[config.mk]
export PLATFORM = sky130hd
export DESIGN_NAME = addsub_selftest
export DESIGN_NICKNAME = d
export VERILOG_FILES = /design/src/rtl/addsub_selftest.sv
export SDC_FILE = /design/constraint.sdc
export NUM_CORES = 1
export LEC_CHECK = 0
export ABC_AREA = 1
export CAP_MARGIN = 20
export CORE_MARGIN = 1
export CORE_UTILIZATION = 53
export CTS_CLUSTER_DIAMETER = 80
export DETAILED_ROUTE_END_ITERATION = 16
export PLACE_DENSITY_LB_ADDON = 0.15
export REMOVE_ABC_BUFFERS = 1
export SLEW_MARGIN = 10
export SYNTH_ARGS = -nofsm -noshare
export SYNTH_HDL_FRONTEND = slang
export SYNTH_SLANG_ARGS = --single-unit
export TNS_END_PERCENT = 5
[constraint.sdc]
create_clock -name i_clk -period 1.9 [get_ports i_clk]
set_input_delay 0.285 -clock i_clk [delete_from_list [all_inputs] [get_ports i_clk]]
set_output_delay 0.285 -clock i_clk [all_outputs]
set_load 0.03 [all_outputs]
[src/rtl/addsub_selftest.sv]
// Exhaustive on-chip tester for a 1-bit adder/subtractor: walks all eight
// {a, b, cbi} vectors, dwells on each, and scores the adder's outputs.
module addsub_selftest #(
  parameter int unsigned DWELL = 4
) (
  input  logic       i_clk,
  input  logic       i_rst,
  input  logic       i_start,
  input  logic       i_mode_addsub,
  input  logic       i_mode_halffull,
  output logic       o_a,
  output logic       o_b,
  output logic       o_cbi,
  input  logic       i_cbo,
  input  logic       i_sd,
  output logic       o_busy,
  output logic       o_done,
  output logic       o_pass,
  output logic [3:0] o_err_count,
  output logic       o_fail_valid,
  output logic [2:0] o_first_fail
);

  typedef enum logic [1:0] {IDLE, RUN, DONE} state_t;

  localparam logic [7:0] LAST = 8'(DWELL - 1);

  state_t     state, state_nx;
  logic [2:0] vec, vec_nx;
  logic [7:0] cnt, cnt_nx;
  logic [3:0] errs, errs_nx;
  logic       fail_valid, fail_valid_nx;
  logic [2:0] first, first_nx;
  logic       sub, sub_nx;
  logic       full, full_nx;

  logic       a, b, c;
  logic       exp_sd, exp_cbo;
  logic       mismatch;
  logic       last;

  // Reference result for the vector currently on the pins.
  always_comb begin
    a        = vec[2];
    b        = vec[1];
    c        = full & vec[0];
    exp_sd   = a ^ b ^ c;
    exp_cbo  = sub ? ((~a & b) | (~a & c) | (b & c))
                   : (( a & b) | ( a & c) | (b & c));
    mismatch = (i_sd != exp_sd) || (i_cbo != exp_cbo);
    last     = (cnt == LAST);
  end

  always_comb begin
    state_nx      = state;
    vec_nx        = vec;
    cnt_nx        = cnt;
    errs_nx       = errs;
    fail_valid_nx = fail_valid;
    first_nx      = first;
    sub_nx        = sub;
    full_nx       = full;

    case (state)
      IDLE, DONE: begin
        if (i_start) begin
          state_nx      = RUN;
          vec_nx        = '0;
          cnt_nx        = '0;
          errs_nx       = '0;
          fail_valid_nx = 1'b0;
          first_nx      = '0;
          sub_nx        = i_mode_addsub;
          full_nx       = i_mode_halffull;
        end
      end
      RUN: begin
        if (last) begin
          cnt_nx = '0;
          if (mismatch) begin
            errs_nx = errs + 4'd1;
            if (!fail_valid) begin
              fail_valid_nx = 1'b1;
              first_nx      = vec;
            end
          end
          // Vector 7 stays on the pins through DONE.
          if (vec == 3'd7) state_nx = DONE;
          else             vec_nx   = vec + 3'd1;
        end else begin
          cnt_nx = cnt + 8'd1;
        end
      end
      default: state_nx = IDLE;
    endcase
  end

  always_ff @(posedge i_clk or posedge i_rst) begin
    if (i_rst) begin
      state      <= IDLE;
      vec        <= '0;
      cnt        <= '0;
      errs       <= '0;
      fail_valid <= 1'b0;
      first      <= '0;
      sub        <= 1'b0;
      full       <= 1'b0;
    end else begin
      state      <= state_nx;
      vec        <= vec_nx;
      cnt        <= cnt_nx;
      errs       <= errs_nx;
      fail_valid <= fail_valid_nx;
      first      <= first_nx;
      sub        <= sub_nx;
      full       <= full_nx;
    end
  end

  assign o_a          = vec[2];
  assign o_b          = vec[1];
  assign o_cbi        = vec[0];
  assign o_busy       = (state == RUN);
  assign o_done       = (state == DONE);
  assign o_pass       = (state == DONE) && (errs == '0);
  assign o_err_count  = errs;
  assign o_fail_valid = fail_valid;
  assign o_first_fail = first;

endmodule

==> run_summary.xml, run 1 <==
<?xml version="1.0" encoding="UTF-8"?>
<metrics>
  <group name="status">
    <metric name="outcome" unit="">completed</metric>
  </group>
  <group name="placed_design">
    <metric name="minimum_setup_slack_after_placement" unit="ps">149</metric>
    <metric name="detailedPlacementHpwl" unit="microns">2050</metric>
    <metric name="gpl.final_weighted_congestion" unit="">0.762</metric>
    <metric name="detailed_place.area" unit="sq um">1610</metric>
    <metric name="placement.io_buffers" unit="">20</metric>
  </group>
  <group name="clock_network">
    <metric name="cts-buffers-inserted" unit="">3</metric>
    <metric name="clk_root_buffer_cell" unit="">sky130_fd_sc_hd__clkbuf_4</metric>
    <metric name="cts.clk_slew.worst_paths" unit="ps">140</metric>
    <metric name="cts_buffer_depth" unit="">2</metric>
    <metric name="clock_insertion_delay_worst_skew" unit="ps">320</metric>
    <metric name="clock-sinks" unit="">23</metric>
    <metric name="postCtsHoldBufs" unit="">0</metric>
    <metric name="cts_htree_levels" unit="">1</metric>
    <metric name="tritoncts" unit="">yes</metric>
  </group>
  <group name="timing">
    <metric name="fin_tns_setup" unit="ps">0</metric>
    <metric name="grt_setup_unrepaired" unit="">no</metric>
    <metric name="final-max-slew-violation-count" unit="">0</metric>
    <metric name="final_hold_viol_count" unit="">0</metric>
    <metric name="setup_ws" unit="ps">72.7</metric>
    <metric name="finalWorstPathRequiredPeriod" unit="ps">1830</metric>
    <metric name="achievable-frequency" unit="MHz">547</metric>
    <metric name="max_slew_headroom_at_the_worst_pin" unit="">0.788</metric>
    <metric name="worst_clock_skew" unit="ps">7.43</metric>
    <metric name="count_of_final_setup_violators" unit="">0</metric>
    <metric name="finalCritPeriodShare" unit="">0.962</metric>
    <metric name="worst-slew-pin-transition" unit="ps">317</metric>
  </group>
  <group name="floorplan">
    <metric name="floorplan.die.width" unit="microns">52.4</metric>
    <metric name="core" unit="sq um">2300</metric>
    <metric name="floorplan.initialDensity" unit="">0.587</metric>
    <metric name="core.rowCount" unit="">17</metric>
    <metric name="die_area" unit="sq um">2750</metric>
    <metric name="die_h" unit="microns">52.4</metric>
    <metric name="io_pins" unit="">21</metric>
  </group>
  <group name="synthesis">
    <metric name="syn-mean-instance-area" unit="sq um">8.17</metric>
    <metric name="post_synth_inst_count" unit="">165</metric>
    <metric name="total_of_warnings_raised_by_yosys" unit="">0</metric>
    <metric name="synth_edf_count" unit="">0</metric>
    <metric name="postSynthRegisterBits" unit="">23</metric>
    <metric name="ys_types" unit="">27</metric>
    <metric name="area_of_the_mapped_netlist" unit="sq um">1350</metric>
    <metric name="netlist.top_cell.by_area" unit="">sky130_fd_sc_hd__dfrtp_1</metric>
    <metric name="synth.top_cells.by_area" unit="">sky130_fd_sc_hd__dfrtp_1, sky130_fd_sc_hd__nand2_1, sky130_fd_sc_hd__ha_1, sky130_fd_sc_hd__inv_1, sky130_fd_sc_hd__nand3_1</metric>
    <metric name="synthDominantCellAreaShare" unit="">0.427</metric>
    <metric name="synth_seq_area_share" unit="">0.427</metric>
    <metric name="synth_async_sr_flop_share" unit="">1.00</metric>
    <metric name="yosysMostFrequentCell" unit="">sky130_fd_sc_hd__nand2_1</metric>
    <metric name="postSynth.topFlopCell" unit="">sky130_fd_sc_hd__dfrtp_1</metric>
    <metric name="synthTopCellsByCount" unit="">sky130_fd_sc_hd__nand2_1, sky130_fd_sc_hd__dfrtp_1, sky130_fd_sc_hd__inv_1</metric>
  </group>
  <group name="final_layout">
    <metric name="post-route-cell-area" unit="sq um">1630</metric>
    <metric name="drive_above_1_share" unit="">0.109</metric>
    <metric name="layout.nets" unit="">207</metric>
    <metric name="n_fill_cell" unit="">202</metric>
    <metric name="flow.area_growth_from_synthesis" unit="%">21.1</metric>
    <metric name="antenna-diode-count" unit="">0</metric>
    <metric name="final_util" unit="">0.711</metric>
  </group>
  <group name="critical_path">
    <metric name="critPathBufInv" unit="">1</metric>
    <metric name="cp_capture_type" unit="">output port</metric>
    <metric name="cp_max_fo" unit="">7</metric>
    <metric name="timing.critical_path.cells" unit="">clkdlybuf4s50_1</metric>
    <metric name="timing.critical_path.slowest_stage_cell" unit="">sky130_fd_sc_hd__clkdlybuf4s50_1</metric>
    <metric name="start_kind" unit="">register</metric>
    <metric name="path_type_of_the_worst_setup_path" unit="">register to output port</metric>
    <metric name="cp_data_arrival_time" unit="ps">1540</metric>
    <metric name="required" unit="ps">1620</metric>
    <metric name="largest_incremental_delay_on_the_critical_path" unit="ps">720</metric>
    <metric name="worst_path_dominant_cell_family" unit="">buffers and inverters</metric>
  </group>
  <group name="grt">
    <metric name="via_count_of_the_first_global_routing_pass" unit="">1104</metric>
    <metric name="track_usage" unit="">0.226</metric>
    <metric name="grt_antenna_before_repair" unit="">0</metric>
    <metric name="global_route_wire_length_before_repair" unit="microns">4610</metric>
    <metric name="gr-total-overflow" unit="">0</metric>
    <metric name="largest_net_degree_at_the_start_of_global_routing" unit="">24</metric>
  </group>
  <group name="routing">
    <metric name="post_drt_via_cell_ratio" unit="">5.26</metric>
    <metric name="dr_drc_count" unit="">0</metric>
    <metric name="top_layer" unit="">met4</metric>
    <metric name="met1Wirelength" unit="microns">1260</metric>
    <metric name="detail_route.wirelength" unit="microns">2680</metric>
    <metric name="drt_iter0_drc" unit="">21</metric>
    <metric name="post_drt_wl_per_cell" unit="microns">12.2</metric>
    <metric name="drtPass1Iterations" unit="">4</metric>
    <metric name="route.met2.wl" unit="microns">1290</metric>
    <metric name="drtAntennaViolNets" unit="">0</metric>
    <metric name="count_of_vias_placed_by_the_detailed_router" unit="">1158</metric>
    <metric name="wl_met3" unit="microns">114</metric>
  </group>
  <group name="power">
    <metric name="power" unit="mW">2.90</metric>
    <metric name="p_leak" unit="nW">0.818</metric>
    <metric name="powerDensity" unit="nW/um^2">1770</metric>
    <metric name="vdd.ir_drop.worst" unit="V">0.00142</metric>
  </group>
  <group name="hold_path">
    <metric name="min-delay-path-class" unit="">primary input to asynchronous set/reset pin</metric>
  </group>
  <group name="job">
    <metric name="max_cap_violations" unit="">0</metric>
  </group>
</metrics>
[what timing repair did]
item,CTS,global route
endpoints found under the setup margin,3,6
setup buffers,0,0
resized for setup,3,3
hold endpoints to repair,0,0
[report_power, final]
part / leakage [nW] / switching (mW) / internal (mW)
Combinational: 0.515 / 1.09 / 0.655
Sequential: 0.288 / 0.220 / 0.696
Clock: 0.0150 / 0.156 / 0.0822
Total: 0.818 / 1.46 / 1.43
[metal layers]
| layer | global-route usage | vias to the layer above |
|---|---|---|
| met5 | 0 | - |
| met4 | 0.0570 | 0 |
| met3 | 0.0377 | 2 |
| met2 | 0.405 | 33 |
| met1 | 0.278 | 533 |
| li1 | - | 590 |
[layout make-up]
cell class                 count  area (sq um)  share of cell area
sequential                    23           578               0.354
timing repair buffer          23           220               0.135
tap                           28          35.0              0.0215
multi-input combinational    119           679               0.416
clock buffer                   4          26.3              0.0161
inverter                      23          93.8              0.0575
[through the flow]
stage / std cells / hold slack (ps)
after floorplan: 165 / 287
after global placement: 216 / 456
after detailed placement: 216 / 461
after CTS: 220 / 298
after global routing: 220 / 333
final: 220 / 284
[registers in the layout, indices dropped and copies added (netlist names)]
signal and flops:
cnt 8, sub 1, o_err_count 4, o_fail_valid 1
vec 3, full 1, o_first_fail 3, state 2
[worst paths after layout]
check,slack [ps],start,to,depth (start not counted)
setup / recovery,70,vec[1]$_DFFE_PP0P_,o_b,1
hold reg to reg,490,o_first_fail[0]$_DFFE_PP0P_,o_first_fail[0]$_DFFE_PP0P_,2
setup reg to reg,170,vec[2]$_DFFE_PP0P_,o_err_count[0]$_DFFE_PP0P_,11
hold / removal,280,i_rst,o_first_fail[0]$_DFFE_PP0P_,3
min in group i_clk,490,o_first_fail[0]$_DFFE_PP0P_,o_first_fail[0]$_DFFE_PP0P_,2
max in group asynchronous,1370,i_rst,o_err_count[0]$_DFFE_PP0P_,3
[kinds of logic after synthesis]
| logic type | synth area share |
|---|---|
| and+or+nand+nor | 0.339 |
| buffers and inverters | 0.0696 |
| DFF | 0.427 |
| AOI/OAI and AO/OA | 0.0659 |
| adders and majority gates | 0.0649 |
| xor gates and xnor gates | 0.0260 |
| muxes | 0.00835 |
[cells in the final DEF, fill, tap and decap left out, types with 3 or more instances in the layout]
cell type	n
sky130_fd_sc_hd__nand2_1	43
sky130_fd_sc_hd__dfrtp_1	21
sky130_fd_sc_hd__inv_1	20
sky130_fd_sc_hd__nor2_1	17
sky130_fd_sc_hd__clkdlybuf4s50_1	17
sky130_fd_sc_hd__nand3_1	14
sky130_fd_sc_hd__ha_1	7
sky130_fd_sc_hd__nand4_1	5
sky130_fd_sc_hd__o21ai_1	5
sky130_fd_sc_hd__a21oi_1	4
sky130_fd_sc_hd__o22ai_1	4
sky130_fd_sc_hd__clkbuf_4	3
sky130_fd_sc_hd__buf_4	3
Note: power is estimated with default switching activity, not from simulation.
==> run 2: changes to the inputs <==
--- a/config.mk
+++ b/config.mk
@@ -8,12 +8,13 @@
 export ABC_AREA = 1
 export CAP_MARGIN = 20
 export CORE_MARGIN = 1
-export CORE_UTILIZATION = 53
+export CORE_UTILIZATION = 55
+export CTS_BUF_LIST = sky130_fd_sc_hd__clkbuf_4 sky130_fd_sc_hd__clkbuf_8
 export CTS_CLUSTER_DIAMETER = 80
 export DETAILED_ROUTE_END_ITERATION = 16
 export PLACE_DENSITY_LB_ADDON = 0.15
 export REMOVE_ABC_BUFFERS = 1
-export SLEW_MARGIN = 10
+export SLEW_MARGIN = 30
 export SYNTH_ARGS = -nofsm -noshare
 export SYNTH_HDL_FRONTEND = slang
 export SYNTH_SLANG_ARGS = --single-unit
==> run 2 against run 1 <==
- total power rose by 0.24%
- critical path depth rose by 3
- largest cell class unchanged
- clock skew fell by 2.0 ps
- setup slack improved by 17 ps
- cell count rose by 0.45%
- register-to-register slack improved by 20 ps
- hold slack improved by 14 ps
- sequential share of layout area fell by 0.31 points
- first-iteration DRC count rose by 33%
- global-route usage rose by 1.3 points
- maximum frequency rose by 0.95%
- combinational power rose by 2%
==> run_summary.xml, run 2 (synthesis results as in run 1) <==
<?xml version="1.0" encoding="UTF-8"?>
<metrics>
  <group name="final_layout">
    <metric name="most-common-layout-cells" unit="">sky130_fd_sc_hd__nand2_1, sky130_fd_sc_hd__dfrtp_1, sky130_fd_sc_hd__inv_1</metric>
    <metric name="mostFrequentLayoutCell" unit="">sky130_fd_sc_hd__nand2_1</metric>
    <metric name="drive_above_1_share" unit="">0.109</metric>
    <metric name="layout.nets" unit="">208</metric>
    <metric name="flow.area_growth_from_synthesis" unit="%">21.6</metric>
    <metric name="largest_reg_flops" unit="">8</metric>
    <metric name="antenna-diode-count" unit="">0</metric>
    <metric name="most_flops_register" unit="">cnt</metric>
    <metric name="n_fill_cell" unit="">185</metric>
  </group>
  <group name="power">
    <metric name="pwr-share-clk" unit="">0.080</metric>
    <metric name="net-switching-power" unit="mW">1.46</metric>
    <metric name="combPwrFrac" unit="">0.612</metric>
    <metric name="powerDensity" unit="nW/um^2">1770</metric>
    <metric name="power_switching_share" unit="">0.504</metric>
    <metric name="vdd.ir_drop.worst" unit="V">0.00118</metric>
    <metric name="p_leak" unit="nW">0.828</metric>
    <metric name="sequentialPowerShare" unit="">0.308</metric>
    <metric name="p_int" unit="mW">1.44</metric>
  </group>
  <group name="timing">
    <metric name="final-max-slew-violation-count" unit="">0</metric>
    <metric name="setup_ws" unit="ps">89.8</metric>
    <metric name="count_of_final_setup_violators" unit="">0</metric>
    <metric name="grt_setup_unrepaired" unit="">no</metric>
    <metric name="worst_clock_skew" unit="ps">5.45</metric>
    <metric name="max_slew_headroom_at_the_worst_pin" unit="">0.794</metric>
    <metric name="finalWorstPathRequiredPeriod" unit="ps">1810</metric>
    <metric name="achievable-frequency" unit="MHz">552</metric>
    <metric name="worst-slew-pin-transition" unit="ps">308</metric>
    <metric name="final_hold_viol_count" unit="">0</metric>
    <metric name="finalCritPeriodShare" unit="">0.953</metric>
    <metric name="fin_tns_setup" unit="ps">0</metric>
  </group>
  <group name="clock_network">
    <metric name="post_cts.repair.setup_buffers" unit="">0</metric>
    <metric name="clk_root_buffer_cell" unit="">sky130_fd_sc_hd__clkbuf_4</metric>
    <metric name="postCtsHoldBufs" unit="">0</metric>
    <metric name="tritoncts" unit="">yes</metric>
    <metric name="post_cts.resized_instances" unit="">3</metric>
    <metric name="cts.clk_slew.worst_paths" unit="ps">130</metric>
    <metric name="clock-sinks" unit="">23</metric>
    <metric name="cts-buffers-inserted" unit="">3</metric>
    <metric name="cts_htree_levels" unit="">1</metric>
    <metric name="clock_insertion_delay_worst_skew" unit="ps">310</metric>
    <metric name="cts_buffer_depth" unit="">2</metric>
  </group>
  <group name="grt">
    <metric name="global_route_wire_length_before_repair" unit="microns">4710</metric>
    <metric name="track_usage" unit="">0.239</metric>
    <metric name="via_count_of_the_first_global_routing_pass" unit="">1156</metric>
    <metric name="largest_net_degree_at_the_start_of_global_routing" unit="">24</metric>
    <metric name="gr-total-overflow" unit="">0</metric>
    <metric name="grt_antenna_before_repair" unit="">0</metric>
  </group>
  <group name="routing">
    <metric name="count_of_vias_placed_by_the_detailed_router" unit="">1146</metric>
    <metric name="detail_route.wirelength" unit="microns">2630</metric>
    <metric name="drtPass1Iterations" unit="">4</metric>
    <metric name="drt_iter0_drc" unit="">28</metric>
    <metric name="post_drt_via_cell_ratio" unit="">5.19</metric>
    <metric name="drtAntennaViolNets" unit="">0</metric>
    <metric name="post_drt_wl_per_cell" unit="microns">11.9</metric>
    <metric name="dr_drc_count" unit="">0</metric>
  </group>
  <group name="critical_path">
    <metric name="cp_capture_type" unit="">output port</metric>
    <metric name="cp_data_arrival_time" unit="ps">1530</metric>
    <metric name="path_type_of_the_worst_setup_path" unit="">register to output port</metric>
    <metric name="cp_max_fo" unit="">5</metric>
    <metric name="required" unit="ps">1620</metric>
    <metric name="start_kind" unit="">register</metric>
  </group>
  <group name="floorplan">
    <metric name="floorplan.die.width" unit="microns">51.5</metric>
    <metric name="die_area" unit="sq um">2650</metric>
    <metric name="core.rowCount" unit="">17</metric>
    <metric name="floorplan.initialDensity" unit="">0.598</metric>
    <metric name="io_pins" unit="">21</metric>
    <metric name="die_h" unit="microns">51.5</metric>
    <metric name="core" unit="sq um">2250</metric>
  </group>
  <group name="job">
    <metric name="max_cap_violations" unit="">0</metric>
  </group>
  <group name="placed_design">
    <metric name="minimum_setup_slack_after_placement" unit="ps">175</metric>
    <metric name="gpl.final_weighted_congestion" unit="">0.772</metric>
    <metric name="placement.io_buffers" unit="">20</metric>
    <metric name="detailedPlacementHpwl" unit="microns">2000</metric>
  </group>
  <group name="status">
    <metric name="outcome" unit="">completed</metric>
  </group>
  <group name="hold_path">
    <metric name="min-delay-path-class" unit="">primary input to asynchronous set/reset pin</metric>
  </group>
</metrics>
==> run 2: final timing paths <==
path | startpoint | endpoint | slack (ps) | cells after the start
max in group asynchronous | i_rst | o_first_fail[2]$_DFFE_PP0P_ | 1370 | 3
setup reg to reg | vec[1]$_DFFE_PP0P_ | o_err_count[1]$_DFFE_PP0P_ | 190 | 10
min in group i_clk | o_first_fail[2]$_DFFE_PP0P_ | o_first_fail[2]$_DFFE_PP0P_ | 500 | 2
hold reg to reg | o_first_fail[2]$_DFFE_PP0P_ | o_first_fail[2]$_DFFE_PP0P_ | 500 | 2
hold / removal | i_rst | cnt[1]$_DFFE_PP0P_ | 300 | 3
setup / recovery | o_err_count[0]$_DFFE_PP0P_ | o_pass | 90 | 4
==> run 2: final cells by class <==
type	instances	area (sq um)	area share
Timing Repair Buffer	24	226	0.138
Multi-Input combinational cell	119	679	0.414
Tap cell	28	35.0	0.0214
Inverter	23	93.8	0.0572
Clock inverter	1	7.51	0.00458
Sequential cell	23	576	0.351
Clock buffer	3	22.5	0.0137
==> run 2: power by group through the flow <==
stage | clock network, mW | logic (mW) | registers [mW]
3_3_place_gp | 0 | 1.73 | 0.886
6_report | 0.232 | 1.78 | 0.895
3_5_place_dp | 0 | 1.78 | 0.905
5_1_grt | 0.255 | 1.99 | 0.931
4_1_cts | 0.240 | 1.78 | 0.895
2_1_floorplan | 0 | 1.10 | 1.06
==> run 2: metrics by stage <==
step / area (sq um) / std cells / utilization / hold WS (ps) / power, mW
global route: 1640 / 221 / 0.728 / 321 / 3.18
detailed placement: 1610 / 217 / 0.716 / 468 / 2.69
finish: 1640 / 221 / 0.728 / 298 / 2.90
CTS: 1640 / 221 / 0.728 / 301 / 2.92
global placement: 1610 / 217 / 0.716 / 455 / 2.61
floorplan: 1350 / 165 / - / 287 / 2.16
==> run 2: critical path, cell delays in order, from the launching register on <==
cell and delay, ps:
sky130_fd_sc_hd__dfrtp_1 440, sky130_fd_sc_hd__inv_1 80, sky130_fd_sc_hd__ha_1 190, sky130_fd_sc_hd__and3_1 170, sky130_fd_sc_hd__dlygate4sd2_1 350
==> run 2: layer usage <==
layer / part of all wire / global-route usage
met1: 0.48 / 0.289
met2: 0.49 / 0.422
met3: 0.030 / 0.0380
met4: 0.0053 / 0.0946
met5: 0 / 0
==> run 3: changes to the inputs <==
--- a/config.mk
+++ b/config.mk
@@ -5,7 +5,6 @@
 export SDC_FILE = /design/constraint.sdc
 export NUM_CORES = 1
 export LEC_CHECK = 0
-export ABC_AREA = 1
 export CAP_MARGIN = 20
 export CORE_MARGIN = 1
 export CORE_UTILIZATION = 55
==> run 3 against run 2 <==
- the flow now finishes with violations (setup timing)
- core utilization increased by 9.0 points
- non-clock buffer count increased by 17
- critical path depth increased by 4
- die area about the same
- critical endpoint is now o_err_count[3]$_DFFE_PP0P_
- largest cell class unchanged
- highest routed layer unchanged
==> run_summary.xml, run 3 <==
<?xml version="1.0" encoding="UTF-8"?>
<metrics>
  <group name="status">
    <metric name="outcome" unit="">finished, violations left</metric>
    <metric name="failed_checks" unit="">setup timing</metric>
  </group>
  <group name="synthesis">
    <metric name="synth.top_cells.by_area" unit="">sky130_fd_sc_hd__dfrtp_1, sky130_fd_sc_hd__nand2_1, sky130_fd_sc_hd__ha_1, sky130_fd_sc_hd__o21ai_0, sky130_fd_sc_hd__mux2i_1</metric>
    <metric name="synth_edf_count" unit="">0</metric>
    <metric name="synthDominantCellAreaShare" unit="">0.426</metric>
    <metric name="post_synth_inst_count" unit="">147</metric>
    <metric name="ys_types" unit="">37</metric>
    <metric name="yosysMostFrequentCell" unit="">sky130_fd_sc_hd__nand2_1</metric>
    <metric name="synth_seq_area_share" unit="">0.426</metric>
    <metric name="postSynth.topFlopCell" unit="">sky130_fd_sc_hd__dfrtp_1</metric>
    <metric name="synth_async_sr_flop_share" unit="">1.00</metric>
    <metric name="postSynthRegisterBits" unit="">23</metric>
    <metric name="area_of_the_mapped_netlist" unit="sq um">1350</metric>
    <metric name="syn-mean-instance-area" unit="sq um">9.18</metric>
    <metric name="synthTopCellsByCount" unit="">sky130_fd_sc_hd__nand2_1, sky130_fd_sc_hd__dfrtp_1, sky130_fd_sc_hd__o21ai_0</metric>
    <metric name="netlist.top_cell.by_area" unit="">sky130_fd_sc_hd__dfrtp_1</metric>
    <metric name="total_of_warnings_raised_by_yosys" unit="">0</metric>
  </group>
  <group name="power">
    <metric name="p_leak" unit="nW">0.907</metric>
    <metric name="vdd.ir_drop.worst" unit="V">0.00107</metric>
    <metric name="power" unit="mW">2.92</metric>
    <metric name="powerDensity" unit="nW/um^2">1580</metric>
  </group>
  <group name="critical_path">
    <metric name="start_kind" unit="">register</metric>
    <metric name="cp_data_arrival_time" unit="ps">2300</metric>
    <metric name="reg2regPathDepth" unit="">8</metric>
    <metric name="rrSetupSlack" unit="ps">-150</metric>
    <metric name="r2r-start" unit="">vec[2]$_DFFE_PP0P_</metric>
    <metric name="cp_max_fo" unit="">6</metric>
    <metric name="cp-endpoint" unit="">o_err_count[3]$_DFFE_PP0P_</metric>
    <metric name="cp_capture_type" unit="">register</metric>
    <metric name="required" unit="ps">2150</metric>
    <metric name="worstSetupStartpoint" unit="">vec[2]$_DFFE_PP0P_</metric>
    <metric name="path_type_of_the_worst_setup_path" unit="">register to register</metric>
    <metric name="r2r_end" unit="">o_err_count[3]$_DFFE_PP0P_</metric>
  </group>
  <group name="timing">
    <metric name="achievable-frequency" unit="MHz">488</metric>
    <metric name="max_slew_headroom_at_the_worst_pin" unit="">0.787</metric>
    <metric name="grt_setup_unrepaired" unit="">yes</metric>
    <metric name="final-max-slew-violation-count" unit="">0</metric>
    <metric name="setup_ws" unit="ps">-148</metric>
    <metric name="worst_clock_skew" unit="ps">8.95</metric>
    <metric name="worst-slew-pin-transition" unit="ps">318</metric>
    <metric name="finalCritPeriodShare" unit="">1.08</metric>
    <metric name="finalWorstPathRequiredPeriod" unit="ps">2050</metric>
    <metric name="final_hold_viol_count" unit="">0</metric>
    <metric name="count_of_final_setup_violators" unit="">8</metric>
    <metric name="fin_tns_setup" unit="ps">-903</metric>
  </group>
  <group name="grt">
    <metric name="via_count_of_the_first_global_routing_pass" unit="">1369</metric>
    <metric name="grt_most_used_layer" unit="">met2</metric>
    <metric name="global_route.usage.met3" unit="">0.0292</metric>
    <metric name="grt_antenna_before_repair" unit="">0</metric>
    <metric name="global_route.usage.met1" unit="">0.411</metric>
    <metric name="largest_net_degree_at_the_start_of_global_routing" unit="">24</metric>
    <metric name="global_route.usage.met2" unit="">0.532</metric>
    <metric name="gr-total-overflow" unit="">0</metric>
    <metric name="global_route_wire_length_before_repair" unit="microns">6100</metric>
    <metric name="track_usage" unit="">0.311</metric>
  </group>
  <group name="routing">
    <metric name="drtPass1Iterations" unit="">4</metric>
    <metric name="drt_iter0_drc" unit="">46</metric>
    <metric name="dr_drc_count" unit="">0</metric>
    <metric name="post_drt_wl_per_cell" unit="microns">17.2</metric>
    <metric name="drtAntennaViolNets" unit="">0</metric>
    <metric name="count_of_vias_placed_by_the_detailed_router" unit="">1314</metric>
    <metric name="post_drt_via_cell_ratio" unit="">6.03</metric>
    <metric name="detail_route.wirelength" unit="microns">3740</metric>
  </group>
  <group name="clock_network">
    <metric name="clk_root_buffer_cell" unit="">sky130_fd_sc_hd__clkbuf_4</metric>
    <metric name="clock_insertion_delay_worst_skew" unit="ps">310</metric>
    <metric name="postCtsHoldBufs" unit="">0</metric>
    <metric name="cts_htree_levels" unit="">1</metric>
    <metric name="cts.clk_slew.worst_paths" unit="ps">130</metric>
    <metric name="clock-sinks" unit="">23</metric>
    <metric name="cts_buffer_depth" unit="">2</metric>
    <metric name="tritoncts" unit="">yes</metric>
    <metric name="cts-buffers-inserted" unit="">3</metric>
  </group>
  <group name="final_layout">
    <metric name="flow.area_growth_from_synthesis" unit="%">36.6</metric>
    <metric name="post-route-cell-area" unit="sq um">1840</metric>
    <metric name="layout.nets" unit="">205</metric>
    <metric name="antenna-diode-count" unit="">0</metric>
    <metric name="most-common-layout-cells" unit="">sky130_fd_sc_hd__nand2_1, sky130_fd_sc_hd__dfrtp_1, sky130_fd_sc_hd__buf_4</metric>
    <metric name="most_flops_register" unit="">cnt</metric>
    <metric name="n_fill_cell" unit="">143</metric>
    <metric name="largest_reg_flops" unit="">8</metric>
    <metric name="drive_above_1_share" unit="">0.258</metric>
    <metric name="final-instance-count-excl-fill" unit="">218</metric>
    <metric name="mostFrequentLayoutCell" unit="">sky130_fd_sc_hd__nand2_1</metric>
  </group>
  <group name="floorplan">
    <metric name="core" unit="sq um">2250</metric>
    <metric name="io_pins" unit="">21</metric>
    <metric name="floorplan.die.width" unit="microns">51.5</metric>
    <metric name="floorplan.initialDensity" unit="">0.599</metric>
    <metric name="die_h" unit="microns">51.5</metric>
    <metric name="die_area" unit="sq um">2660</metric>
    <metric name="core.rowCount" unit="">17</metric>
  </group>
  <group name="placed_design">
    <metric name="placed_cells" unit="">214</metric>
    <metric name="gpl.final_weighted_congestion" unit="">0.885</metric>
    <metric name="detailedPlacementHpwl" unit="microns">2540</metric>
    <metric name="placement.io_buffers" unit="">20</metric>
    <metric name="detailed_place.area" unit="sq um">1730</metric>
    <metric name="minimum_setup_slack_after_placement" unit="ps">-221</metric>
  </group>
  <group name="hold_path">
    <metric name="min-delay-path-class" unit="">primary input to asynchronous set/reset pin</metric>
  </group>
  <group name="job">
    <metric name="max_cap_violations" unit="">0</metric>
  </group>
</metrics>
==> run 3: layout make-up <==
class                   count  area [sq um]  share of cell area
clock inverters             1          5.00             0.00271
repair buffers             41           359               0.195
clock buffers               3          22.5              0.0122
multi-input cells         112           810               0.439
inverters                  10          37.5              0.0204
flip-flops and latches     23           576               0.312
well taps                  28          35.0              0.0190
==> run 3: metal layers <==
layer | up-vias | wire (microns)
li1 | 610 | -
met1 | 640 | 1630
met2 | 60 | 1860
met3 | 4 | 224
met4 | 0 | 26
met5 | - | 0
==> run 3: timing repair <==
action / in CTS / in global routing
endpoints found under the setup margin: 10 / 11
resized for setup: 14 / 8
pin swaps: 5 / 0
endpoints found under the hold margin: 0 / 0
setup buffers: 0 / 0
==> run 3: how the worst min path moves through the flow <==
stage / from / end / slack [ps] / cells past startpoint
final: i_rst / cnt[0]$_DFFE_PP0P_ / 310 / 3
after global routing: i_rst / state[0]$_DFFE_PP0P_ / 350 / 3
after CTS: i_rst / cnt[1]$_DFFE_PP0P_ / 320 / 3
after detailed placement: full$_DFFE_PP0P_ / full$_DFFE_PP0P_ / 490 / 2
after global placement: full$_DFFE_PP0P_ / full$_DFFE_PP0P_ / 480 / 2
after floorplan: i_rst / cnt[0]$_DFFE_PP0P_ / 290 / 1
==> run 3: power breakdown <==
group | leakage (nW) | switching [mW] | internal (mW)
logic | 0.602 | 1.03 | 0.863
clock network | 0.0177 | 0.148 | 0.0785
registers | 0.287 | 0.152 | 0.653
==> run 3: cells by family (layout without fill, tap and decap cells) <==
group           Yosys count  count (layout)  share of synthesized area
compound gates           30              30                      0.152
xor+xnor                  4               4                     0.0259
fa+ha+maj                 7               7                     0.0649
mux                       5               5                     0.0380
buf+inv                  12              55                     0.0343
flops                    23              23                      0.426
simple gates             66              66                      0.259
==> run 3: worst max-delay path, cell delays in order (launching register included) <==
cell	delay, ps
sky130_fd_sc_hd__dfrtp_1	430
sky130_fd_sc_hd__inv_2	60
sky130_fd_sc_hd__ha_2	170
sky130_fd_sc_hd__mux2_4	290
sky130_fd_sc_hd__o21ai_1	150
sky130_fd_sc_hd__or3b_4	460
sky130_fd_sc_hd__buf_6	140
sky130_fd_sc_hd__a31o_2	230
sky130_fd_sc_hd__nand3_2	70
==> run 3: through the flow <==
stage,hold WS (ps),utilization
2_1_floorplan,287,-
3_3_place_gp,484,0.768
3_5_place_dp,494,0.768
4_1_cts,316,0.800
5_1_grt,348,0.818
6_report,307,0.818
